$ cat src/rtl/irb_pkg.sv
// rtl/irb_pkg.sv - shared parameters and state encoding for the IR buffer scanner
package irb_pkg;
    localparam int IMG_W   = 8;
    localparam int IMG_PIX = 64;
    localparam int PIX_W   = 8;
    localparam int SUM_W   = 16;
    localparam int ADDR_W  = $clog2(IMG_PIX);
    localparam int X_W     = $clog2(IMG_W);

    typedef enum logic [1:0] {
        IDLE,
        LOAD,
        SCAN
    } state_e;
endpackage

$ cat src/rtl/irb_mem.sv
// rtl/irb_mem.sv - 64x8 pixel buffer, one synchronous write port, one registered read port
module irb_mem
    import irb_pkg::*;
(
    input  logic              clk,
    input  logic              we_i,
    input  logic [ADDR_W-1:0] waddr_i,
    input  logic [PIX_W-1:0]  wdata_i,
    input  logic [ADDR_W-1:0] raddr_i,
    output logic [PIX_W-1:0]  rdata_o
);
    logic [PIX_W-1:0] mem_q [IMG_PIX];
    logic [PIX_W-1:0] rdata_q;

    always_ff @(posedge clk) begin
        if (we_i) begin
            mem_q[waddr_i] <= wdata_i;
        end
        rdata_q <= mem_q[raddr_i];
    end

    assign rdata_o = rdata_q;
endmodule

$ cat src/rtl/irb_scan.sv
// rtl/irb_scan.sv - buffers a frame from the LCD controller and streams it to the panel
module irb_scan
    import irb_pkg::*;
(
    input  logic              clk,
    input  logic              reset,
    input  logic              IRB_RW,
    input  logic [ADDR_W-1:0] IRB_A,
    input  logic [PIX_W-1:0]  IRB_D,
    input  logic              done,
    input  logic              out_ready,
    output logic              out_valid,
    output logic [PIX_W-1:0]  out_data,
    output logic [X_W-1:0]    out_x,
    output logic [X_W-1:0]    out_y,
    output logic              frame_end,
    output logic [SUM_W-1:0]  checksum,
    output logic              wr_err,
    output logic              scan_busy
);
    state_e              state_q, state_d;
    logic [ADDR_W-1:0]   ptr_q, ptr_d;
    logic [SUM_W-1:0]    sum_q, sum_d;
    logic [SUM_W-1:0]    checksum_q, checksum_d;
    logic [PIX_W-1:0]    out_data_q, out_data_d;
    logic                out_valid_q, out_valid_d;
    logic                frame_end_q, frame_end_d;
    logic                wr_err_q, wr_err_d;
    logic                done_d_q;
    logic [ADDR_W-1:0]   rd_addr;
    logic [PIX_W-1:0]    rd_data;
    logic                mem_we;
    logic                accept;

    assign mem_we = !IRB_RW && (state_q == IDLE);
    assign accept = out_valid_q && out_ready;

    irb_mem u_mem (
        .clk     (clk),
        .we_i    (mem_we),
        .waddr_i (IRB_A),
        .wdata_i (IRB_D),
        .raddr_i (rd_addr),
        .rdata_o (rd_data)
    );

    // The read port runs one pixel ahead of the outputs so an accept can load
    // the next pixel in the same edge; rd_addr is what rd_data holds after the edge.
    always_comb begin
        state_d     = state_q;
        ptr_d       = ptr_q;
        sum_d       = sum_q;
        checksum_d  = checksum_q;
        out_data_d  = out_data_q;
        out_valid_d = out_valid_q;
        frame_end_d = 1'b0;
        wr_err_d    = wr_err_q | (!IRB_RW && (state_q != IDLE));
        rd_addr     = '0;
        case (state_q)
            IDLE: begin
                if (done && !done_d_q) begin
                    state_d = LOAD;
                end
            end
            LOAD: begin
                ptr_d   = '0;
                sum_d   = '0;
                state_d = SCAN;
            end
            SCAN: begin
                if (!out_valid_q) begin
                    rd_addr     = ADDR_W'(1);
                    out_data_d  = rd_data;
                    out_valid_d = 1'b1;
                end else if (accept) begin
                    sum_d = sum_q + SUM_W'(out_data_q);
                    if (ptr_q == ADDR_W'(IMG_PIX - 1)) begin
                        state_d     = IDLE;
                        out_valid_d = 1'b0;
                        checksum_d  = sum_d;
                        frame_end_d = 1'b1;
                    end else begin
                        ptr_d      = ptr_q + ADDR_W'(1);
                        out_data_d = rd_data;
                        rd_addr    = ptr_q + ADDR_W'(2);
                    end
                end else begin
                    rd_addr = ptr_q + ADDR_W'(1);
                end
            end
            default: state_d = IDLE;
        endcase
    end

    always_ff @(posedge clk or negedge reset) begin
        if (!reset) begin
            state_q     <= IDLE;
            ptr_q       <= '0;
            sum_q       <= '0;
            checksum_q  <= '0;
            out_data_q  <= '0;
            out_valid_q <= 1'b0;
            frame_end_q <= 1'b0;
            wr_err_q    <= 1'b0;
            done_d_q    <= 1'b0;
        end else begin
            state_q     <= state_d;
            ptr_q       <= ptr_d;
            sum_q       <= sum_d;
            checksum_q  <= checksum_d;
            out_data_q  <= out_data_d;
            out_valid_q <= out_valid_d;
            frame_end_q <= frame_end_d;
            wr_err_q    <= wr_err_d;
            done_d_q    <= done;
        end
    end

    assign out_valid = out_valid_q;
    assign out_data  = out_data_q;
    assign out_x     = ptr_q[X_W-1:0];
    assign out_y     = ptr_q[ADDR_W-1:X_W];
    assign frame_end = frame_end_q;
    assign checksum  = checksum_q;
    assign wr_err    = wr_err_q;
    assign scan_busy = (state_q == SCAN);
endmodule

$ cat config.mk
export PLATFORM = sky130hd
export DESIGN_NAME = irb_scan
export DESIGN_NICKNAME = d
export VERILOG_FILES = /design/src/rtl/irb_pkg.sv /design/src/rtl/irb_mem.sv /design/src/rtl/irb_scan.sv
export SDC_FILE = /design/constraint.sdc
export NUM_CORES = 1
export LEC_CHECK = 0
export CELL_PAD_IN_SITES_DETAIL_PLACEMENT = 1
export CELL_PAD_IN_SITES_GLOBAL_PLACEMENT = 2
export CORE_UTILIZATION = 40
export CTS_CLUSTER_SIZE = 12
export DETAILED_ROUTE_END_ITERATION = 7
export PLACE_DENSITY = 0.71
export SKIP_LAST_GASP = 1
export SYNTH_ARGS = -nofsm -noshare
export SYNTH_HDL_FRONTEND = slang
export SYNTH_SLANG_ARGS = --single-unit
$ cat constraint.sdc
create_clock -name clk -period 9 [get_ports clk]
set_clock_uncertainty 0.2 [all_clocks]
set_input_delay 0.9 -clock clk [delete_from_list [all_inputs] [get_ports clk]]
set_output_delay 0.9 -clock clk [all_outputs]
set_load 0.03 [all_outputs]
==> impl_metrics.ini, run 1 <==
[status]
outcome = finished, final reports clean

[finish]
multiInputGateArea_um2 = 6247
seqCellArea_um2 = 16840
syn_to_final_growth_pct = 12.94
antennaDiodeCount = 0
finalInstanceArea_um2 = 26710
nNetsFinal = 1837
final_layout_size_suffix_gt1_frac = 0.08428
n_fill_cell = 5811

[die]
die_x_um = 245.2
num_rows = 88
start_util = 0.4076
ios = 53
die_area_um2 = 60100
die_h_um = 245.2
core_area_um2 = 58030

[setup_path]
worstSetupPathType = input pin to flip-flop
end_kind = flip-flop
critPathMaxStageDelay_ns = 0.82
required_ns = 9.28
cp_top_family = simple AND/OR/NAND/NOR gates
path_cells = clkdlybuf4s50_1 -> o21ai_0 -> nand2_1 -> and2_4 -> buf_12 -> mux2i_1 -> a22oi_1 -> o22ai_1 -> nor2_1 -> or4_1
path_buf_inv = 2
critPathMaxFanout = 151
worstPathArrival_ns = 5.53
start_kind = input pin
slowest_stage = nand2_1

[clocking]
numCtsBuffers = 67
worstSkewPairLatency_ns = 0.61
clkTransAtPathRegs_ns = 0.06
cts_sinks = 572
cts_resized = 0
cts_root_buf = clkbuf_16
cts_tree = built
post_cts.repair.setup_buffers = 0
clockBufferDepth = 3
hold_buffers = 0
htree_levels = 3

[power_and_ir_drop]
power.total_mw = 7.752
powerDensity_nw_per_um2 = 290.2
peakVddDrop_mv = 0.1862
leakage_nw = 9.274

[global_routing]
use_met3 = 0.05019
grt_max_degree = 152
busiest_layer = met2
grtUsageMet2 = 0.3869
grt_usage = 0.2446
grt_pass1_wl_mm = 106.4
overflow = 0
grt_use_met1 = 0.3395
grt_pass1_vias = 15340
antenna_found_initial = 3

[yosys]
synth_edf_count = 512
synthesis.area_um2 = 23650
synth_top_area_share = 0.6501
synth_flop_cell = edfxtp_1
syn-num-nets = 1795
synth_seq_area_share = 0.7119
ys_seq_elements = 572
synthArstFlopShare = 0.09091
synth_cells = 1765
yosys-top-cells-area = edfxtp_1, nand2_1, dfrtp_1
synth_cell_types = 76
ys_warn_count = 0
syn_area_per_cell_um2 = 13.40
synth_area_leader_cell = edfxtp_1

[sta]
hold_violations = 0
drv_slew = 0
period_needed_ns = 5.252
maxSlewHeadroom = 0.2358
fmax_mhz = 190.4
min_period_over_period = 0.5835
tightest_slew_ns = 1.137
finalSetupTns_ns = 0
finalSetupViolCount = 0
rsz0062_at_grt = false

[routing]
drt-total-wl_mm = 72.07
route.vias.total = 15170
remaining_drc_errors = 0
via_per_inst = 5.798
ant_nets = 0
drtIter0Drc = 1377
firstDrtPassIters = 5
wl_per_cell_um = 27.55

[hold_path]
hp-class = flip-flop to flip-flop

[placed_design]
port_buffers = 52
hpwl_mm = 44.13
globalplace.congestion = 0.8346
dpl_cell_area_um2 = 24700

[flow_run]
maxCapViolCount = 0
==> state kept, by name, summed over array words and instances, names as in the netlist <==
name	cells
checksum	16
done_d_q	1
frame_end	1
out_data	8
out_valid	1
ptr_q	6
state_q	2
sum_q	16
u_mem.mem_q	512
u_mem.rdata_o	8
wr_err	1
==> where the power goes <==
part	internal, mW	switching, mW	total, mW
Combinational	0.653	1.46	2.12
Clock	1.46	1.08	2.54
Sequential	2.98	0.113	3.09
==> cell usage in the layout, fill, tap and decap left out, drive strengths merged, types with 4 or more instances in the layout <==
master and count:
a2111oi 14, a211oi 38, a21oi 57, a22o 6, a22oi 8, a311oi 4, a31o 4, a31oi 12
a32oi 4, a41oi 6, and2 8, and3 35, buf 30, clkbuf 97, clkdlybuf4s50 43, clkinv 11
dfrtp 52, dfxtp 8, edfxtp 512, ha 10, inv 8, mux2 13, mux2i 84, nand2 355
nand2b 8, nand3 143, nand3b 4, nand4 20, nor2 99, nor3 10, nor4 13, o21a 4
o21ai 44, o22ai 20, or3 4, or4 6, xnor2 10, xor2 8
==> cells by family (layout without fill, tap and decap cells) <==
family                   after synthesis  count (layout)  share of synthesized area
XOR/XNOR                              18              18                   0.006666
buffers and inverters                104             190                    0.02518
flip-flops                           572             572                     0.7119
AND/OR/NAND/NOR                      719             719                     0.1387
adder cells (fa/ha/maj)               11              11                   0.006137
AO/OA/AOI/OAI                        244             244                    0.06963
multiplexers                          97              97                    0.04174
==> through the flow <==
step | std cells | util | hold WS [ns] | setup WS, ns
6_report | 2616 | 0.4603 | 0.2228 | 3.748
3_5_place_dp | 2503 | 0.4257 | 0.2104 | 3.269
4_1_cts | 2616 | 0.4603 | 0.2202 | 3.900
3_3_place_gp | 2503 | 0.4257 | 0.1910 | 3.337
5_1_grt | 2616 | 0.4603 | 0.2455 | 3.589
2_1_floorplan | 1765 | - | 0.1839 | 5.920
==> metal layers <==
metal,wire length (um),vias to the layer above
li1,-,6703
met1,31740,7846
met2,33700,507
met3,4759,111
met4,1860,0
met5,0,-
==> cells in the mapped netlist, types with 10 or more instances <==
library cell,count
clkbuf_1,31
edfxtp_1,512
buf_2,36
and3_1,35
o22ai_1,20
nand3_1,140
o21ai_0,41
buf_6,11
dfrtp_1,52
buf_4,12
ha_1,10
a2111oi_0,14
nand4_1,20
mux2i_1,84
nand2_1,352
a21oi_1,56
a31oi_1,12
a211oi_1,37
nor4_1,13
nor2_1,99
xnor2_1,10
mux2_2,13
==> area by class of cell <==
cell class              instances  area share
flip-flops and latches        572      0.6304
multi-input cells            1089      0.2339
clock buffers                  97     0.07093
well taps                     765     0.03584
repair buffers                 73     0.02417
clock inverters                16    0.004216
inverters                       4   0.0005622
==> path summary, 6_finish.rpt <==
check                            from               end  slack, ns  depth (start not counted)
max in group asynchronous       reset       checksum[8]       7.90                          2
min in group asynchronous       reset          done_d_q       0.23                          2
hold reg to reg              done_d_q        state_q[0]       0.22                          1
setup reg to reg           state_q[0]  u_mem.rdata_o[5]       4.20                         10
setup / recovery            out_ready  u_mem.rdata_o[5]       3.75                         10
hold / removal               done_d_q        state_q[0]       0.22                          1
==> worst reg2reg max path, delay by kind of cell, from the launching register on <==
kind	cells	cell delay [ns]
AO/OA/AOI/OAI	2	0.60
buffers and inverters	2	0.70
flip-flops	1	0.54
multiplexers	1	0.54
AND/OR/NAND/NOR	5	2.12
Power figures use the tool's default switching activity.
==> run 2, diff against run 1 <==
Settings changed: PLACE_DENSITY 0.71 to 0.74.
Clock period 9 ns to 4.49 ns, I/O delays scaled along.
==> run 2 against run 1 <==
- final area is 2.8% higher
- first-iteration DRC count shrank 1.8%
- die area is the same
- combinational power grew 120%
- utilization grew 1.3 points
- critical path depth did not move
- cell count is 4.1% higher
- via count grew 3.0%
- total power is 100% higher
- register-to-register slack worse by 3.8 ns
- setup slack lost 3.4 ns
- highest routed layer unchanged
==> impl_metrics.ini, run 2 (synthesis gave the netlist of run 1 again) <==
[status]
outcome = finished, final reports clean

[die]
core_area_um2 = 58030
die_x_um = 245.2
die_h_um = 245.2
die_area_um2 = 60100
start_util = 0.4076
num_rows = 88
ios = 53

[clocking]
clockBufferDepth = 3
cts_sinks = 572
numCtsBuffers = 60
worstSkewPairLatency_ns = 0.63
post_cts.repair.setup_buffers = 0
cts_tree = built
clkTransAtPathRegs_ns = 0.06
htree_levels = 2
cts_root_buf = clkbuf_16

[setup_path]
slowest_stage = and2_1
required_ns = 4.78
critPathMaxFanout = 11
start_kind = flip-flop
end_kind = flip-flop
worstPathArrival_ns = 4.40
worstSetupPathType = flip-flop to flip-flop
path_cells = ha_1 -> and3_1 -> a21oi_2 -> and2_1 -> buf_4 -> o21ai_0 -> nand2b_1 -> a211oi_1 -> or4_1 -> nor4_1
critPathMaxStageDelay_ns = 0.53

[sta]
period_needed_ns = 4.105
hold_violations = 0
rsz0062_at_grt = false
drv_slew = 0
finalSetupTns_ns = 0
tightest_slew_ns = 1.216
finalSetupViolCount = 0
min_period_over_period = 0.9142
fmax_mhz = 243.6
maxSlewHeadroom = 0.1684

[routing]
route.vias.total = 15620
drt-total-wl_mm = 73.47
drtIter0Drc = 1352
firstDrtPassIters = 5
wl_per_cell_um = 26.98
remaining_drc_errors = 0
ant_nets = 0
via_per_inst = 5.737

[global_routing]
grt_max_degree = 65
busiest_layer = met2
overflow = 0
grt_pass1_vias = 15970
grt_pass1_wl_mm = 108.7
antenna_found_initial = 3
use_met3 = 0.02963
grtUsageMet2 = 0.4059
grt_usage = 0.2464
grt_use_met1 = 0.3443

[finish]
nNetsFinal = 1938
mostFrequentLayoutCell = edfxtp_1
antennaDiodeCount = 0
largest_reg_flops = 512
regMostFlops = u_mem.mem_q
finalInstanceArea_um2 = 27450
n_fill_cell = 5853
syn_to_final_growth_pct = 16.06
final_layout_size_suffix_gt1_frac = 0.1323
layout_common_cells = edfxtp_1, nand2_1, nand3_1, buf_4, nor2_1

[placed_design]
port_buffers = 52
globalplace.congestion = 0.8708
dpl_cell_area_um2 = 25550
hpwl_mm = 49.15

[power_and_ir_drop]
leakage_nw = 9.785
peakVddDrop_mv = 0.4301
powerDensity_nw_per_um2 = 570.4

[flow_run]
maxCapViolCount = 0

[hold_path]
hp-class = input pin to flip-flop
==> run 2: per-layer routing <==
| layer | share of wire | wire (um) |
|---|---|---|
| met5 | 0 | 0 |
| met4 | 0.023 | 1681 |
| met3 | 0.059 | 4359 |
| met2 | 0.48 | 35200 |
| met1 | 0.44 | 32230 |
==> run 2: repair_timing <==
item,in CTS,in global routing
hold buffers,2,0
gates resized for setup,0,0
hold endpoints to repair,52,0
==> run 2: worst paths after layout <==
path	start	end	slack, ns	cells past startpoint
max reg2reg	ptr_q[1]	u_mem.rdata_o[1]	0.39	10
min	done	done_d_q	0.1	1
min in group asynchronous	reset	ptr_q[4]	0.27	3
max in group asynchronous	reset	ptr_q[0]	3.25	3
min reg2reg	done_d_q	state_q[0]	0.21	1
max	ptr_q[1]	u_mem.rdata_o[1]	0.39	10
==> run 2: final cells by class <==
cell class,instances,area [um^2],share of cell area
clock buffer,89,1660,0.06049
clock inverter,23,220.2,0.008023
inverter,4,15.01,0.0005470
multi-input combinational,1089,6235,0.2272
sequential,572,16840,0.6134
tap,765,957.2,0.03487
timing repair buffer,181,1524,0.05552
==> run 2: worst max-delay path, delay by kind of cell, from the launching register on <==
family	cells	cell delay [ns]
DFF	1	0.45
adders and majority gates	1	0.30
buffers and inverters	1	0.31
and+or+nand+nor	5	1.64
AOI/OAI and AO/OA	3	1.05
==> run 2: stage by stage <==
stage	util	power (mW)	std cells	hold slack (ns)	setup slack [ns]
2_1_floorplan	-	9.100	1765	-0.04659	1.419
6_report	0.4730	15.66	2723	0.09848	0.3853
3_3_place_gp	0.4403	10.81	2609	0.09734	0.2701
5_1_grt	0.4730	16.23	2723	0.09475	0.3032
3_5_place_dp	0.4403	10.90	2609	0.09832	0.2688
4_1_cts	0.4730	15.73	2723	0.07747	0.4324
==> run 2: where the power goes <==
part           switching (mW)  leakage [nW]  internal, mW
sequential              0.217          5.35          5.97
combinational            3.08          3.52          1.57
clock                    2.06         0.919          2.77
